File: src/rtl/console_writer.sv
// rtl/console_writer.sv - ASCII stream to text RAM writer with cursor, line feed and hardware scroll.
// Optional feature: define CONSOLE_TAB_EN for 8-column tab stops on 0x09.
module console_writer #(
  parameter int COLS = 80,
  parameter int ROWS = 30,
  parameter int CW   = $clog2(COLS),
  parameter int RW   = $clog2(ROWS)
) (
  input  logic          clk,
  input  logic          rst,
  input  logic          in_valid,
  input  logic [7:0]    in_char,
  input  logic [23:0]   in_attr,
  output logic          in_ready,
  output logic          wr_en,
  output logic [RW-1:0] wr_row,
  output logic [CW-1:0] wr_col,
  output logic [31:0]   wr_data,
  output logic [RW-1:0] cursor_row,
  output logic [CW-1:0] cursor_col,
  output logic [RW-1:0] top_row
);

  typedef enum logic [1:0] {CLEAR_ALL = 2'd0, IDLE = 2'd1, CLEAR_ROW = 2'd2} state_t;

  localparam logic [CW-1:0] COL_MAX = CW'(COLS - 1);
  localparam logic [RW-1:0] ROW_MAX = RW'(ROWS - 1);

  state_t        state_q, state_d;
  logic [RW-1:0] cur_row_q, cur_row_d, top_q, top_d;
  logic [CW-1:0] cur_col_q, cur_col_d;
  logic [RW-1:0] clr_row_q, clr_row_d;
  logic [CW-1:0] clr_col_q, clr_col_d;
  logic [23:0]   clr_attr_q, clr_attr_d;
  logic          clr_last_q, clr_last_d;
  logic          wr_en_q, wr_en_d;
  logic [RW-1:0] wr_row_q, wr_row_d;
  logic [CW-1:0] wr_col_q, wr_col_d;
  logic [31:0]   wr_data_q, wr_data_d;
  logic          do_lf, wrote;
  logic [RW:0]   phys_sum;
  logic [RW-1:0] phys_row;
`ifdef CONSOLE_TAB_EN
  int            tab_next;
`endif

  assign phys_sum = {1'b0, top_q} + {1'b0, cur_row_q};
  assign phys_row = (phys_sum >= (RW+1)'(ROWS)) ? RW'(phys_sum - (RW+1)'(ROWS)) : phys_sum[RW-1:0];

  always_ff @(posedge clk or negedge rst) begin
    if (!rst) begin
      state_q    <= CLEAR_ALL;
      cur_row_q  <= '0;
      cur_col_q  <= '0;
      top_q      <= '0;
      clr_row_q  <= '0;
      clr_col_q  <= '0;
      clr_attr_q <= '0;
      clr_last_q <= 1'b0;
      wr_en_q    <= 1'b0;
      wr_row_q   <= '0;
      wr_col_q   <= '0;
      wr_data_q  <= '0;
    end else begin
      state_q    <= state_d;
      cur_row_q  <= cur_row_d;
      cur_col_q  <= cur_col_d;
      top_q      <= top_d;
      clr_row_q  <= clr_row_d;
      clr_col_q  <= clr_col_d;
      clr_attr_q <= clr_attr_d;
      clr_last_q <= clr_last_d;
      wr_en_q    <= wr_en_d;
      wr_row_q   <= wr_row_d;
      wr_col_q   <= wr_col_d;
      wr_data_q  <= wr_data_d;
    end
  end

  always_comb begin
    state_d    = state_q;
    cur_row_d  = cur_row_q;
    cur_col_d  = cur_col_q;
    top_d      = top_q;
    clr_row_d  = clr_row_q;
    clr_col_d  = clr_col_q;
    clr_attr_d = clr_attr_q;
    clr_last_d = clr_last_q;
    wr_en_d    = 1'b0;
    wr_row_d   = wr_row_q;
    wr_col_d   = wr_col_q;
    wr_data_d  = wr_data_q;
    do_lf      = 1'b0;
    wrote      = 1'b0;
`ifdef CONSOLE_TAB_EN
    tab_next   = (int'(cur_col_q) / 8 + 1) * 8;
`endif
    case (state_q)
      IDLE: begin
        if (in_valid) begin
          if (in_char >= 8'h20 && in_char <= 8'h7E) begin
            wr_en_d   = 1'b1;
            wr_row_d  = phys_row;
            wr_col_d  = cur_col_q;
            wr_data_d = {in_attr, in_char};
            wrote     = 1'b1;
            if (cur_col_q == COL_MAX) begin
              cur_col_d = '0;
              do_lf     = 1'b1;
            end else begin
              cur_col_d = cur_col_q + 1'b1;
            end
          end else begin
            case (in_char)
              8'h0A: do_lf = 1'b1;
              8'h0D: cur_col_d = '0;
              8'h08: if (cur_col_q != '0) cur_col_d = cur_col_q - 1'b1;
              8'h0C: begin
                // Cell (0,0) is written on the FF edge itself, so the sweep resumes at column 1.
                cur_row_d  = '0;
                cur_col_d  = '0;
                top_d      = '0;
                state_d    = CLEAR_ALL;
                clr_attr_d = in_attr;
                clr_row_d  = '0;
                clr_col_d  = CW'(1);
                clr_last_d = 1'b0;
                wr_en_d    = 1'b1;
                wr_row_d   = '0;
                wr_col_d   = '0;
                wr_data_d  = {in_attr, 8'h20};
              end
`ifdef CONSOLE_TAB_EN
              8'h09: begin
                if (tab_next >= COLS) begin
                  cur_col_d = '0;
                  do_lf     = 1'b1;
                end else begin
                  cur_col_d = CW'(tab_next);
                end
              end
`endif
              default: ;
            endcase
          end
        end
      end
      default: begin
        // One extra cycle after the final clear write keeps in_ready low until the RAM port is free.
        if (clr_last_q) begin
          state_d    = IDLE;
          clr_last_d = 1'b0;
        end else begin
          wr_en_d   = 1'b1;
          wr_row_d  = clr_row_q;
          wr_col_d  = clr_col_q;
          wr_data_d = {clr_attr_q, 8'h20};
          if (clr_col_q == COL_MAX) begin
            clr_col_d = '0;
            if (state_q == CLEAR_ROW || clr_row_q == ROW_MAX) clr_last_d = 1'b1;
            else clr_row_d = clr_row_q + 1'b1;
          end else begin
            clr_col_d = clr_col_q + 1'b1;
          end
        end
      end
    endcase

    if (do_lf) begin
      if (cur_row_q != ROW_MAX) begin
        cur_row_d = cur_row_q + 1'b1;
      end else begin
        // The old top row becomes the new bottom line and is blanked.
        top_d      = (top_q == ROW_MAX) ? '0 : top_q + 1'b1;
        state_d    = CLEAR_ROW;
        clr_row_d  = top_q;
        clr_attr_d = in_attr;
        clr_last_d = 1'b0;
        if (wrote) begin
          clr_col_d = '0;
        end else begin
          wr_en_d   = 1'b1;
          wr_row_d  = top_q;
          wr_col_d  = '0;
          wr_data_d = {in_attr, 8'h20};
          clr_col_d = CW'(1);
        end
      end
    end
  end

  assign in_ready   = (state_q == IDLE);
  assign wr_en      = wr_en_q;
  assign wr_row     = wr_row_q;
  assign wr_col     = wr_col_q;
  assign wr_data    = wr_data_q;
  assign cursor_row = cur_row_q;
  assign cursor_col = cur_col_q;
  assign top_row    = top_q;

endmodule

File: config.mk
export PLATFORM = sky130hd
export DESIGN_NAME = console_writer
export DESIGN_NICKNAME = d
export VERILOG_FILES = /design/src/rtl/console_writer.sv
export SDC_FILE = /design/constraint.sdc
export NUM_CORES = 1
export LEC_CHECK = 0
export BUFFER_PORTS_ARGS = -buffer_cell sky130_fd_sc_hd__buf_2
export CORE_MARGIN = 2
export CORE_UTILIZATION = 45
export CTS_CLUSTER_DIAMETER = 200
export DETAILED_ROUTE_END_ITERATION = 6
export MAX_ROUTING_LAYER = met4
export PLACE_DENSITY = 0.75
export SLEW_MARGIN = 10
export SYNTH_ARGS = -nofsm -noshare
export SYNTH_HDL_FRONTEND = slang
export SYNTH_SLANG_ARGS = --single-unit
export TNS_END_PERCENT = 50
File: constraint.sdc
create_clock -name clk -period 3.23 [get_ports clk]
set_clock_uncertainty 0.15 [all_clocks]
set_input_delay 0.323 -clock clk [delete_from_list [all_inputs] [get_ports clk]]
set_output_delay 0.323 -clock clk [all_outputs]
set_load 0.01 [all_outputs]
; ---- After elaboration in Yosys (flattened, before gate mapping)
; Cells that the tools add are included.
[classes]
n_eq_ne = 12
reduce_logical = 6
n_addsub = 8
muxes = 98
magnitude_cmp = 3
[ops]
columns = op, count
row1 = $mux W32, 8
row2 = $mux W5, 31
row3 = $mux W24, 6
row4 = $mux W7, 19
row5 = $eq A8 B4 Y1 const B, 4
row6 = $mux W1, 26
row7 = $add A5 B1 Y5 const B, 3
row8 = $add A7 B1 Y7 const B, 2
row9 = $eq A7 B7 Y1 const B, 2
row10 = $mux W2, 7
row11 = $pmux W7 S2, 1
row12 = $eq A5 B5 Y1 const B, 2
row13 = $ge A8 B6 Y1 const B, 1
row14 = $le A8 B7 Y1 const B, 1
row15 = $reduce_bool A7 Y1, 1
row16 = $sub A7 B1 Y7 const B, 1
row17 = $add A5 B5 Y6, 1
row18 = $ge A6 B5 Y1 const B, 1
row19 = $ne A5 B5 Y1 const B, 1
row20 = $sub A5 B5 Y5 const B, 1
row21 = $reduce_and A4 Y1, 1
row22 = $ne A3 B3 Y1 const B, 1
row23 = $reduce_bool A3 Y1, 1
row24 = $eq A2 B1 Y1 const B, 1
row25 = 4 further kinds, 4
[word_totals]
wordCells = 139
reg_bits = 101
out_inout_bits = 63
inputBits = 35

; ---- Longest topological paths before layout
; Gate-level depths: netlist of run 1.
[depth]
depth_word = 9
ltp_mapped = 9
mapped_depth_nobuf = 9

; ---- Worst setup path after synthesis of run 1
; No wires, ideal clock.
[synth_timing]
path_type = reg-to-reg
start = register clr_col_q[4]
end = register clr_row_q[4]
setup_time_ns = 0.073
stages_incl_launch_ff = 8
slack_ns = 0.806
t_required_ns = 3.007
arrival_ns = 2.200
period_less_slack_ns = 2.424
n_path_buf = 1
path_cell_list = dfrtp_1 -> or3b_1 -> or2_1 -> or3_1 -> buf_2 -> or3_1 -> mux2_4 -> a21oi_2
[synth_via]
elab_chain_cells = 6
[synth_rtl]
columns = item, line
row1 = start: declaration, 33  ; logic [CW-1:0] clr_col_q, clr_col_d;
row2 = start signal: assignment, 70  ; clr_col_q <= clr_col_d;
row3 = $eq A7 B7 Y1 (*), 158  ; if (clr_col_q == COL_MAX) begin
row4 = $mux W5 (*), 158
row5 = $mux W5 (*), 150  ; if (clr_last_q) begin
row6 = $mux W5 (*), 98  ; case (state_q)
row7 = $mux W5, 170  ; if (cur_row_q != ROW_MAX) begin
row8 = $mux W5 (*), 169  ; if (do_lf) begin
row9 = named net clr_row_d[4], 32  ; logic [RW-1:0] clr_row_q, clr_row_d;
row10 = end signal: assignment, 69  ; clr_row_q <= clr_row_d;
row11 = end: declaration, 32
; Mark *: on every way through the listed nets, which the timed path passes. The rest lies on a longest branch.
; A chain may end at the register's enable or synchronous reset.

; ---- Final worst setup path of run 1
[layout_timing]
start = register cur_col_q[0] (netlist: cursor_col[0])
end = register wr_en_q (netlist: wr_en)
[layout_via]
elab_chain_cells = 6
[layout_rtl]
columns = item, line
row1 = start: declaration, 31  ; logic [CW-1:0] cur_col_q, cur_col_d;
row2 = start signal: assignment, 67  ; cur_col_q <= cur_col_d;
row3 = $eq A7 B7 Y1, 107  ; if (cur_col_q == COL_MAX) begin
row4 = $mux W1, 107
row5 = $mux W1, 101  ; if (in_char >= 8'h20 && in_char <= 8'h7E) begin
row6 = $mux W1, 100  ; if (in_valid) begin
row7 = $mux W1, 98
row8 = $mux W1, 169
row9 = named net wr_en_d, 36  ; logic wr_en_q, wr_en_d;
row10 = end signal: assignment, 73  ; wr_en_q <= wr_en_d;
row11 = end: declaration, 36
; The timed path passes the listed nets, and every way through them passes these cells.

==> results.md, run 1 <==
- Fmax: 366 MHz
- IO Pins: 98
- RSZ-0062 raised after global routing: false
- Vias/cell: 5.93
- Min Hold Slack: 0.0352 ns
- Max Slew Vio Count: 0
- Antenna diodes: 0
- Max-Cap Viols: 0
- First-pass GRT wire length: 24800 µm
- Fin crit period: 2.73 ns
- Worst Hold End: wr_data[24]
- H-tree depth: 3
- First drt pass iteration count: 5
- Tcrit/Tclk final: 0.845
- IO Port Bufs: 97
- Xor/xnor share of the synthesized area: 0.0108
- Area leader, netlist: dfrtp_1
- Longest Clk Path Bufs: 2
- CTS root buffer: clkbuf_16
- Post-synth top area share: 0.446
- Global placement routability congestion: 0.904
- Mapped Avg Cell Area: 9.97 µm²
- Gr usage total: 0.240
- Largest net degree at the start of global routing: 66
- Worst-path fanout max: 26
- Setup TNS: 0 ns
- Hold path cells: 2
- Reg2reg setup slack: 0.50 ns
- Die height: 116 µm
- DRT Wirelength: 15200 µm
- Tightest Pin Transition: 0.858 ns
- Crit. End Element: flop
- Final ANT Viol Nets: 0
- Overall power: 4.11 mW
- Top cells by count, synth: dfrtp_1, nor2_1, a21oi_1
- WP data required: 3.32 ns
- Max VDD drop: 0.000355 V
- Post-synthesis simple-gate area fraction: 0.155
- EDFF count, synth: 0
- Yosys warnings: 0
- Slew HR: 0.426
- Initial DRC Count: 440
- Reg2reg path depth: 7
- Worst R2R Start: cursor_col[0]
- Status: completed
- DRC: 0
- Crit path cell chain: ha_1 -> nand3_1 -> nor4_1 -> buf_4 -> a22oi_1 -> nand2_4 -> or2_2
- Die width: 116 µm
- Final setup viols: 0
- HPWL Detailed: 10400 µm
- CP Launch Type: flop
- Pwr Density: 617 mW/mm²
- Die Area: 0.0135 mm²
- HP Start: in_attr[16]
- CTS Sinks: 101
- Initial antenna violation count: 0
- Syn Nets: 620
- Arr. time, crit path: 2.82 ns
- Post-DP Area: 0.00635 mm²
- Total gr overflow: 0
- Layout area overhead: 17.7%
- Count leader, synth: dfrtp_1
- Clock Latency Late Sink: 0.35 ns
- Post-Synth Adder-Cell Area: 0.0389
- Post-layout util: 0.548
- Core box area: 0.0122 mm²
- Leakage: 3.00 nW
- WS Path Type: reg -> reg
- Post-synth top flop: dfrtp_1
- Reg-to-reg endpoint: wr_en
- CP peak stage delay: 0.56 ns
- Initial Util: 0.466
- Via count: 4934
- Asr flop ratio synth: 1.00
- Final net count: 711
- Dominant cells by area after synthesis: dfrtp_1, mux2_2, mux2i_1, nor2_1, a21oi_1
- TritonCTS clock tree: yes
- Hold Crit Class: in -> reg
- Slowest cell on the critical path: a22oi_1
- Wire length per cell: 18.2 µm
- Syn Inst Count: 568
- Post-synthesis register bit count: 101
- Cell Area, Synth: 0.00566 mm²
- Sequential share of the synthesized area: 0.446
- Num CTS Buffers: 9
- Fin area: 0.00667 mm²
- Final hold vios: 0
- Fraction of layout cells with a size suffix above 1: 0.274
- Rows: 40
- Largest family of logic cells by synthesized area: compound AO/OA/AOI/OAI gates
- Clock-pin slew on the worst setup and hold paths: 0.07 ns
- Number of global-route vias before repair: 4857
- Compound-Gate Fraction of Synth Area: 0.190
- Mux cell area share after synthesis: 0.123
- Count of cell types in the netlist: 70
[area by class of cell]
type | instances | area, µm²
Sequential cell | 101 | 2530
Timing Repair Buffer | 113 | 623
Multi-Input combinational cell | 421 | 2950
Clock buffer | 11 | 243
Inverter | 13 | 48.8
Fill cell | 1098 | 5500
Tap cell | 168 | 210
Clock inverter | 5 | 66.3
[sequential cells by signal, summed over array words and instances (netlist names), 5 cells and up]
name        flops
clr_attr_q     24
cursor_row      5
clr_col_q       7
top_row         5
clr_row_q       5
wr_col          7
wr_row          5
cursor_col      7
wr_data        32
[routing by layer]
metal  share of wire  vias up  GRT usage
met5               0        -          -
met4          0.0082        0     0.0516
met3           0.073       15     0.0659
met2            0.48      182      0.380
met1            0.44     2459      0.314
li1                -     2278          -
[layout by cell type (no fill, tap or decap), types with 4 or more instances in the layout]
master       n
nand4_1      4
a22oi_1     11
buf_4       15
a222oi_1     6
nand2_1     25
ha_1        16
nor2_1      75
nor2b_1      4
nor4_1       4
o21ai_0     19
nand2b_1     5
a31oi_1     10
clkbuf_16    9
mux2i_1     31
buf_2       96
mux2_2      33
or3_1        5
nand3_1     14
a21oi_1     51
o22ai_1      7
xnor2_1      6
dfrtp_1    100
o2bb2ai_1   26
and3_1       4
inv_1       12
nor3b_1      4
[power by group]
| part | switching, mW | internal (mW) | total, mW |
|---|---|---|---|
| Clock | 0.502 | 0.634 | 1.14 |
| Sequential | 0.317 | 1.50 | 1.82 |
| Combinational | 0.639 | 0.521 | 1.16 |
| Total | 1.46 | 2.65 | 4.11 |
[stage by stage]
stage	setup WS, ns	cells
3_5_place_dp	0.326	815
6_report	0.501	832
5_1_grt	0.342	832
4_1_cts	0.518	832
2_1_floorplan	0.806	568
3_3_place_gp	0.428	815
[worst max path at each step]
stage          slack [ns]  depth (start not counted)     startpoint      endpoint
2_1_floorplan        0.81                          7   clr_col_q[4]  clr_row_q[4]
3_3_place_gp         0.43                          7     in_char[4]         wr_en
3_5_place_dp         0.33                          7     in_char[4]   wr_data[10]
4_1_cts              0.52                          8  cursor_row[1]         wr_en
5_1_grt              0.34                          7  cursor_col[0]         wr_en
6_report             0.50                          7  cursor_col[0]         wr_en
[repair_timing]
| action | in CTS | in global routing |
|---|---|---|
| hold buffers | 1 | 0 |
| setup buffers | 0 | 0 |
| gates resized for setup | 0 | 0 |
| endpoints found under the hold margin | 63 | 0 |
[worst max-delay path, delay by kind of cell (launching register included)]
family,cells,cell delay [ns]
AO/OA/AOI/OAI,1,0.56
adder cells (fa/ha/maj),1,0.28
buffers and inverters,1,0.15
flip-flops,1,0.45
AND/OR/NAND/NOR,4,1.01
[cell families after synthesis]
| kind of cell | count (synthesis) |
|---|---|
| buf+inv | 46 |
| simple gates | 172 |
| mux | 65 |
| fa+ha+maj | 17 |
| flops | 101 |
| compound gates | 160 |
| xor+xnor | 7 |
Note: power is estimated with default switching activity, not from simulation.
==> run 2, diff against run 1 <==
ABC_AREA = 1   (was default)
PLACE_DENSITY = 0.78   (was 0.75)
clock period = 2.4 ns   (was 3.23 ns; I/O delays follow)
==> run 2 against run 1 <==
Sequential cell count unchanged. Clock power rose by 24%. Global-route usage shrank 0.95 points. Final cell count rose by 35%. Clock-buffer cell count fell by 1. Area after synthesis is 5.1% higher. First-iteration DRC count rose by 18%. Critical path type unchanged. Critical endpoint is now wr_row[3]. Largest cell class unchanged. Largest power group unchanged. Highest routed layer unchanged.
==> results.md, run 2 <==
- Syn Inst Count: 818 (+44%)
- Leakage: 3.74 nW (+25%)
- Number of global-route vias before repair: 5377 (+11%)
- Rows: 42 (+5.0%)
- Crit. End Element: flop
- Antenna diodes: 0 (unchanged)
- DRT Wirelength: 15800 µm (+4.2%)
- Final ANT Viol Nets: 0 (unchanged)
- Hold Crit Class: in -> reg
- WP data required: 2.52 ns (-0.80 ns)
- Fraction of layout cells with a size suffix above 1: 0.177 (-0.0974)
- Metal3 WL: 749 µm (-32%)
- Arr. time, crit path: 2.35 ns (-0.47 ns)
- Setup WS pre-CTS: 0.144 ns (-0.182 ns)
- Global placement routability congestion: 0.924 (+2.3%)
- Pwr Density: 819 mW/mm² (+33%)
- Tightest Pin Transition: 0.556 ns (-0.302 ns)
- TritonCTS clock tree: yes
- Mapped Avg Cell Area: 7.27 µm² (-27%)
- Commonest non-fill, non-tap cell in the layout: nand2_1
- Final WS setup: 0.171 ns (-0.331 ns)
- Initial Util: 0.455 (-0.0109)
- Placed Cells: 1078 (+32%)
- Area leader, netlist: dfrtp_1
- Longest Clk Path Bufs: 2 (unchanged)
- IO Pins: 98 (unchanged)
- Status: completed
- Fmax: 449 MHz (+22%)
- Top cells by count, synth: nand2_1, o21ai_0, dfrtp_1
- First-pass GRT wire length: 25800 µm (+4.0%)
- Tcrit/Tclk final: 0.929 (+0.0841)
- Cell Area, Synth: 0.00595 mm² (+5.1%)
- DRC: 0 (unchanged)
- Initial DRC Count: 519 (+18%)
- Die width: 119 µm (+2.4%)
- Max VDD drop: 0.000432 V (+22%)
- Largest net degree at the start of global routing: 82 (+24%)
- Gr usage total: 0.231 (-0.00947)
- Vias/cell: 5.19 (-13%)
- Post-synthesis register bit count: 101 (unchanged)
- Slowest cell on the critical path: dfrtp_1
- CTS root buffer: clkbuf_16
- Worst-path fanout max: 7 (-73%)
- Via count: 5814 (+18%)
- Die Area: 0.0142 mm² (+4.9%)
- Count of cell types in the netlist: 35 (-50%)
- WP buf/inv: 0 (-1)
- Max Used Layer: met4
- Wire length per cell: 14.1 µm (-23%)
- Yosys warnings: 0 (unchanged)
- First drt pass iteration count: 5 (unchanged)
- CP peak stage delay: 0.45 ns (-0.11 ns)
- Met2 WL post-DR: 7760 µm (+7.5%)
- Final hold vios: 0 (unchanged)
- Max reg flops: 32 (unchanged)
- EDFF count, synth: 0 (unchanged)
- Fin cells: 1121 (+35%)
- Max Slew Vio Count: 0 (unchanged)
- H-tree depth: 3 (unchanged)
- Syn Nets: 870 (+40%)
- Max-Cap Viols: 0 (unchanged)
- Routed length on met1: 6950 µm (+3.3%)
- Slew HR: 0.629 (+0.203)
- Post-synth top area share: 0.425 (-0.0216)
- WS Path Type: reg -> reg
- CTS Sinks: 101 (unchanged)
- Sequential share of the synthesized area: 0.425 (-0.0216)
- Post-synth top flop: dfrtp_1
- Num CTS Buffers: 9 (unchanged)
- Die height: 119 µm (+2.4%)
- Count leader, synth: nand2_1
- IO Port Bufs: 97 (unchanged)
- Layout area overhead: 22.7%
- Most frequent cells in the layout: nand2_1, o21ai_0, dfrtp_1, buf_2, inv_1
- Initial antenna violation count: 0 (unchanged)
- Final net count: 992 (+40%)
- Fin crit period: 2.23 ns (-0.499 ns)
- Dominant cells by area after synthesis: dfrtp_1, nand2_1, o21ai_0, inv_1, a21oi_1
- Clock-pin slew on the worst setup and hold paths: 0.07 ns (about the same)
- Crit path cell chain: ha_1 -> or2_2 -> nand3_1 -> nand2_1 -> nand3_1 -> nand2_2 -> nand3_1 -> nand2_1 -> nand2_1 -> nand2_1 -> a21oi_1
- Total gr overflow: 0 (unchanged)
- Clock Latency Late Sink: 0.35 ns (about the same)
- Final setup viols: 0 (unchanged)
- Asr flop ratio synth: 1.00 (unchanged)
- Core box area: 0.0131 mm² (+7.6%)
- HPWL Detailed: 10500 µm (+1.1%)
- Crit path max-delay family: simple AND/OR/NAND/NOR gates
- CP Launch Type: flop
- Most frequent cell on the critical path: nand2_1
[run 2: path summary, 6_finish.rpt]
path / from / endpoint / slack [ns] / cells after the start
worst max register to register: cursor_row[2] / wr_row[3] / 0.17 / 11
worst min-delay path: in_char[5] / wr_data[5] / 0.09 / 3
worst max-delay path: cursor_row[2] / wr_row[3] / 0.17 / 11
max in group asynchronous: rst / clr_attr_q[17] / 1.19 / 3
min in group asynchronous: rst / cursor_col[2] / 0.24 / 2
worst min register to register: wr_data[7] / wr_data[7] / 0.34 / 2
[run 2: where the power goes]
part	total [mW]	switching (mW)	leakage, nW	internal, mW
clock	1.41	0.677	0.132	0.738
sequential	2.36	0.303	1.18	2.06
combinational	2.20	1.37	2.43	0.837
total	5.98	2.35	3.74	3.63
[run 2: through the flow]
stage	total power, mW	util	TNS (ns)	area, µm²	hold WS [ns]
floorplan	3.77	-	0	5950	-0.206
global placement	4.46	0.512	0	6700	0.0827
detailed placement	4.51	0.512	0	6700	0.0839
CTS	5.97	0.553	0	7230	0.0683
global route	6.41	0.558	-0.00697	7300	0.0850
finish	5.98	0.558	0	7300	0.0859
[run 2: kinds of logic (layout without fill, tap and decap cells)]
| kind of cell | count (synthesis) | after routing | share of synthesized area |
|---|---|---|---|
| flip-flops | 101 | 101 | 0.425 |
| AO/OA/AOI/OAI | 191 | 191 | 0.173 |
| adder cells (fa/ha/maj) | 17 | 17 | 0.0370 |
| AND/OR/NAND/NOR | 363 | 363 | 0.256 |
| XOR/XNOR | 13 | 13 | 0.0191 |
| buffers and inverters | 133 | 260 | 0.0904 |
[run 2: area by class of cell]
type	instances	area [µm²]
clock inverters	6	45.0
well taps	176	220
repair buffers	148	996
multi-input cells	584	2910
flip-flops and latches	101	2530
inverters	96	363
fillers	1197	5790
clock buffers	10	239
[run 2: worst min-delay path: stages]
cell and delay, ns:
buf_2 0.12, o221ai_1 0.12, nand3_1 0.07
[run 2: repair_timing]
action                                 4_1_cts  5_1_grt
setup endpoints to repair                    0       23
setup buffers                                0        1
resized for setup                            0        9
endpoints found under the hold margin       81        0
hold buffers                                25        0
[run 2: routing by layer]
metal  up-vias  track usage
met5         -            -
met4         0       0.0841
met3        28       0.0378
met2       174        0.375
met1      2710        0.292
li1       2902            -
==> run 3, diff against run 2 <==
BUFFER_PORTS_ARGS = -buffer_cell sky130_fd_sc_hd__buf_4   (was -buffer_cell sky130_fd_sc_hd__buf_2)
==> run 3 against run 2 <==
Register-to-register slack got worse by 0.02 ns. Combinational power rose by 10%. Power rose by 5.6%. Via count rose by 2.4%. Final cell count rose by 0.18%. Sequential cell count did not move. Maximum frequency fell by 1.0%. First-iteration DRC count fell by 8.9%. Die area did not move. Sequential power barely moved. Routed wire length rose by 1.7%. Global-route usage rose by 0.50 points. Critical path type unchanged. Critical endpoint is now wr_data[11]. Largest power group is now combinational cells. Highest routed layer unchanged.
==> results.md, run 3 (same netlist as run 2, synthesis figures left out) <==
- Status: completed
- HP Start: in_char[5]
- Max-Cap Viols: 0 (unchanged)
- Leakage: 3.82 nW (+2.1%)
- Area of the multi-input gates: 0.00290 mm² (-0.26%)
- Fraction of layout cells with a size suffix above 1: 0.177 (+0.000683)
- Fmax: 444 MHz (-1.0%)
- Worst R2R Start: cursor_col[0]
- Wire length per cell: 14.3 µm (+1.5%)
- Crit. End Element: flop
- HPWL Detailed: 10900 µm (+3.1%)
- Fin crit period: 2.25 ns (+0.0229 ns)
- Die height: 119 µm (unchanged)
- DRC: 0 (unchanged)
- Vias/cell: 5.30 (+2.2%)
- CP Launch Point: cursor_col[0]
- DRT Wirelength: 16100 µm (+1.7%)
- First-pass GRT wire length: 26400 µm (+2.4%)
- Initial antenna violation count: 0 (unchanged)
- Max reg flops: 32 (unchanged)
- TritonCTS clock tree: yes
- Initial Util: 0.455 (unchanged)
- Final net count: 995 (+0.30%)
- H-tree depth: 3 (unchanged)
- Slew HR: 0.631 (+0.00207)
- Worst-path fanout max: 24 (+17)
- Commonest non-fill, non-tap cell in the layout: nand2_1
- CTS Sinks: 101 (unchanged)
- Rows: 42 (unchanged)
- Tightest Pin Transition: 0.553 ns (-0.00310 ns)
- Tcrit/Tclk final: 0.938 (+0.00956)
- Die Area: 0.0142 mm² (unchanged)
- Pwr Density: 839 mW/mm² (+2.4%)
- FF/Latch Area: 0.00253 mm² (unchanged)
- Max VDD drop: 0.000414 V (-4.3%)
- RSZ-0062 raised after global routing: false
- Metal3 WL: 899 µm (+20%)
- Largest net degree at the start of global routing: 59 (-28%)
- Max Used Layer: met4
- Fin area: 0.00753 mm² (+3.1%)
- CTS root buffer: clkbuf_16
- Post-layout util: 0.575 (+0.0174)
- Die width: 119 µm (unchanged)
- CP Launch Type: flop
- Global placement routability congestion: 1.04 (+12%)
- Max Slew Vio Count: 0 (unchanged)
- Hold Crit Class: in -> reg
- Initial DRC Count: 473 (-8.9%)
- Clock Latency Late Sink: 0.35 ns (about the same)
- Layout area overhead: 26.5%
- Met2 WL post-DR: 7930 µm (+2.2%)
- Most frequent cells in the layout: nand2_1, buf_4, o21ai_0, dfrtp_1, inv_1
- Antenna diodes: 0 (unchanged)
- Post-DP Area: 0.00696 mm² (+4.0%)
- Fillers: 1163 (-2.8%)
- Total gr overflow: 0 (unchanged)
- Core box area: 0.0131 mm² (unchanged)
- Gr usage total: 0.236 (+0.00496)
- Number of global-route vias before repair: 5533 (+2.9%)
- IO Pins: 98 (unchanged)
- Final setup viols: 0 (unchanged)
- Final hold vios: 0 (unchanged)
- Via count: 5951 (+2.4%)
- Postcts setup bufs: 0 (unchanged)
- Final ANT Viol Nets: 0 (unchanged)
- Setup TNS: 0 ns (unchanged)
- Longest Clk Path Bufs: 2 (unchanged)
- Routed length on met1: 6830 µm (-1.7%)
- Arr. time, crit path: 2.34 ns (about the same)
- IO Port Bufs: 97 (unchanged)
- Num CTS Buffers: 9 (unchanged)
- First drt pass iteration count: 5 (unchanged)
- WS Path Type: reg -> reg
- WP data required: 2.49 ns (-0.03 ns)
- Clock-pin slew on the worst setup and hold paths: 0.07 ns (about the same)
[run 3: path summary, 6_finish.rpt]
path	endpoint	slack (ns)	cells after the start
worst min-delay path	wr_data[5]	0.08	3
worst min register to register	wr_data[7]	0.34	2
worst max-delay path	wr_data[11]	0.15	13
max in group asynchronous	clr_attr_q[14]	1.17	3
worst max register to register	wr_data[11]	0.15	13
min in group asynchronous	cursor_col[3]	0.24	2
[run 3: layout make-up]
cell class,count,area share
Clock buffer,10,0.0318
Clock inverter,5,0.00765
Inverter,96,0.0479
Multi-Input combinational cell,584,0.385
Sequential cell,101,0.336
Tap cell,176,0.0293
Timing Repair Buffer,151,0.162
[run 3: per-layer routing]
metal  track usage  vias to the layer above
li1              -                     2907
met1         0.291                     2759
met2         0.388                      245
met3        0.0398                       40
met4        0.0930                        0
met5             -                        -
[run 3: critical path, cell delays in order, from the launching register on]
cell     delay, ns
dfrtp_1       0.39
ha_1          0.23
nand2_2       0.11
nor2_4        0.05
nand2_1       0.06
nor2_1        0.05
nor2_2        0.24
nor2_4        0.06
nand3_2       0.09
nor2_4        0.04
inv_2         0.20
nand2_4       0.23
nand2_1       0.15
nand2_1       0.07
[run 3: what timing repair did]
item | in CTS | in global routing
endpoints found under the setup margin | 0 | 8
endpoints found under the hold margin | 82 | 0
hold buffers | 25 | 0
resized for setup | 0 | 5
[run 3: per-stage QoR]
| stage | setup slack [ns] | std cells | total power, mW | hold slack [ns] |
|---|---|---|---|---|
| after global routing | 0.00765 | 1123 | 6.73 | 0.0914 |
| after global placement | 0.203 | 1083 | 4.70 | 0.0861 |
| after detailed placement | 0.166 | 1083 | 4.74 | 0.0887 |
| after CTS | 0.146 | 1123 | 6.30 | 0.0713 |
| after floorplan | 0.135 | 818 | 3.77 | -0.206 |
| final | 0.148 | 1123 | 6.31 | 0.0782 |
[run 3: report_power, final]
group | switching, mW | total [mW] | internal (mW) | leakage (nW)
Clock | 0.669 | 1.50 | 0.836 | 0.149
Combinational | 1.41 | 2.43 | 1.02 | 2.49
Sequential | 0.316 | 2.37 | 2.06 | 1.18
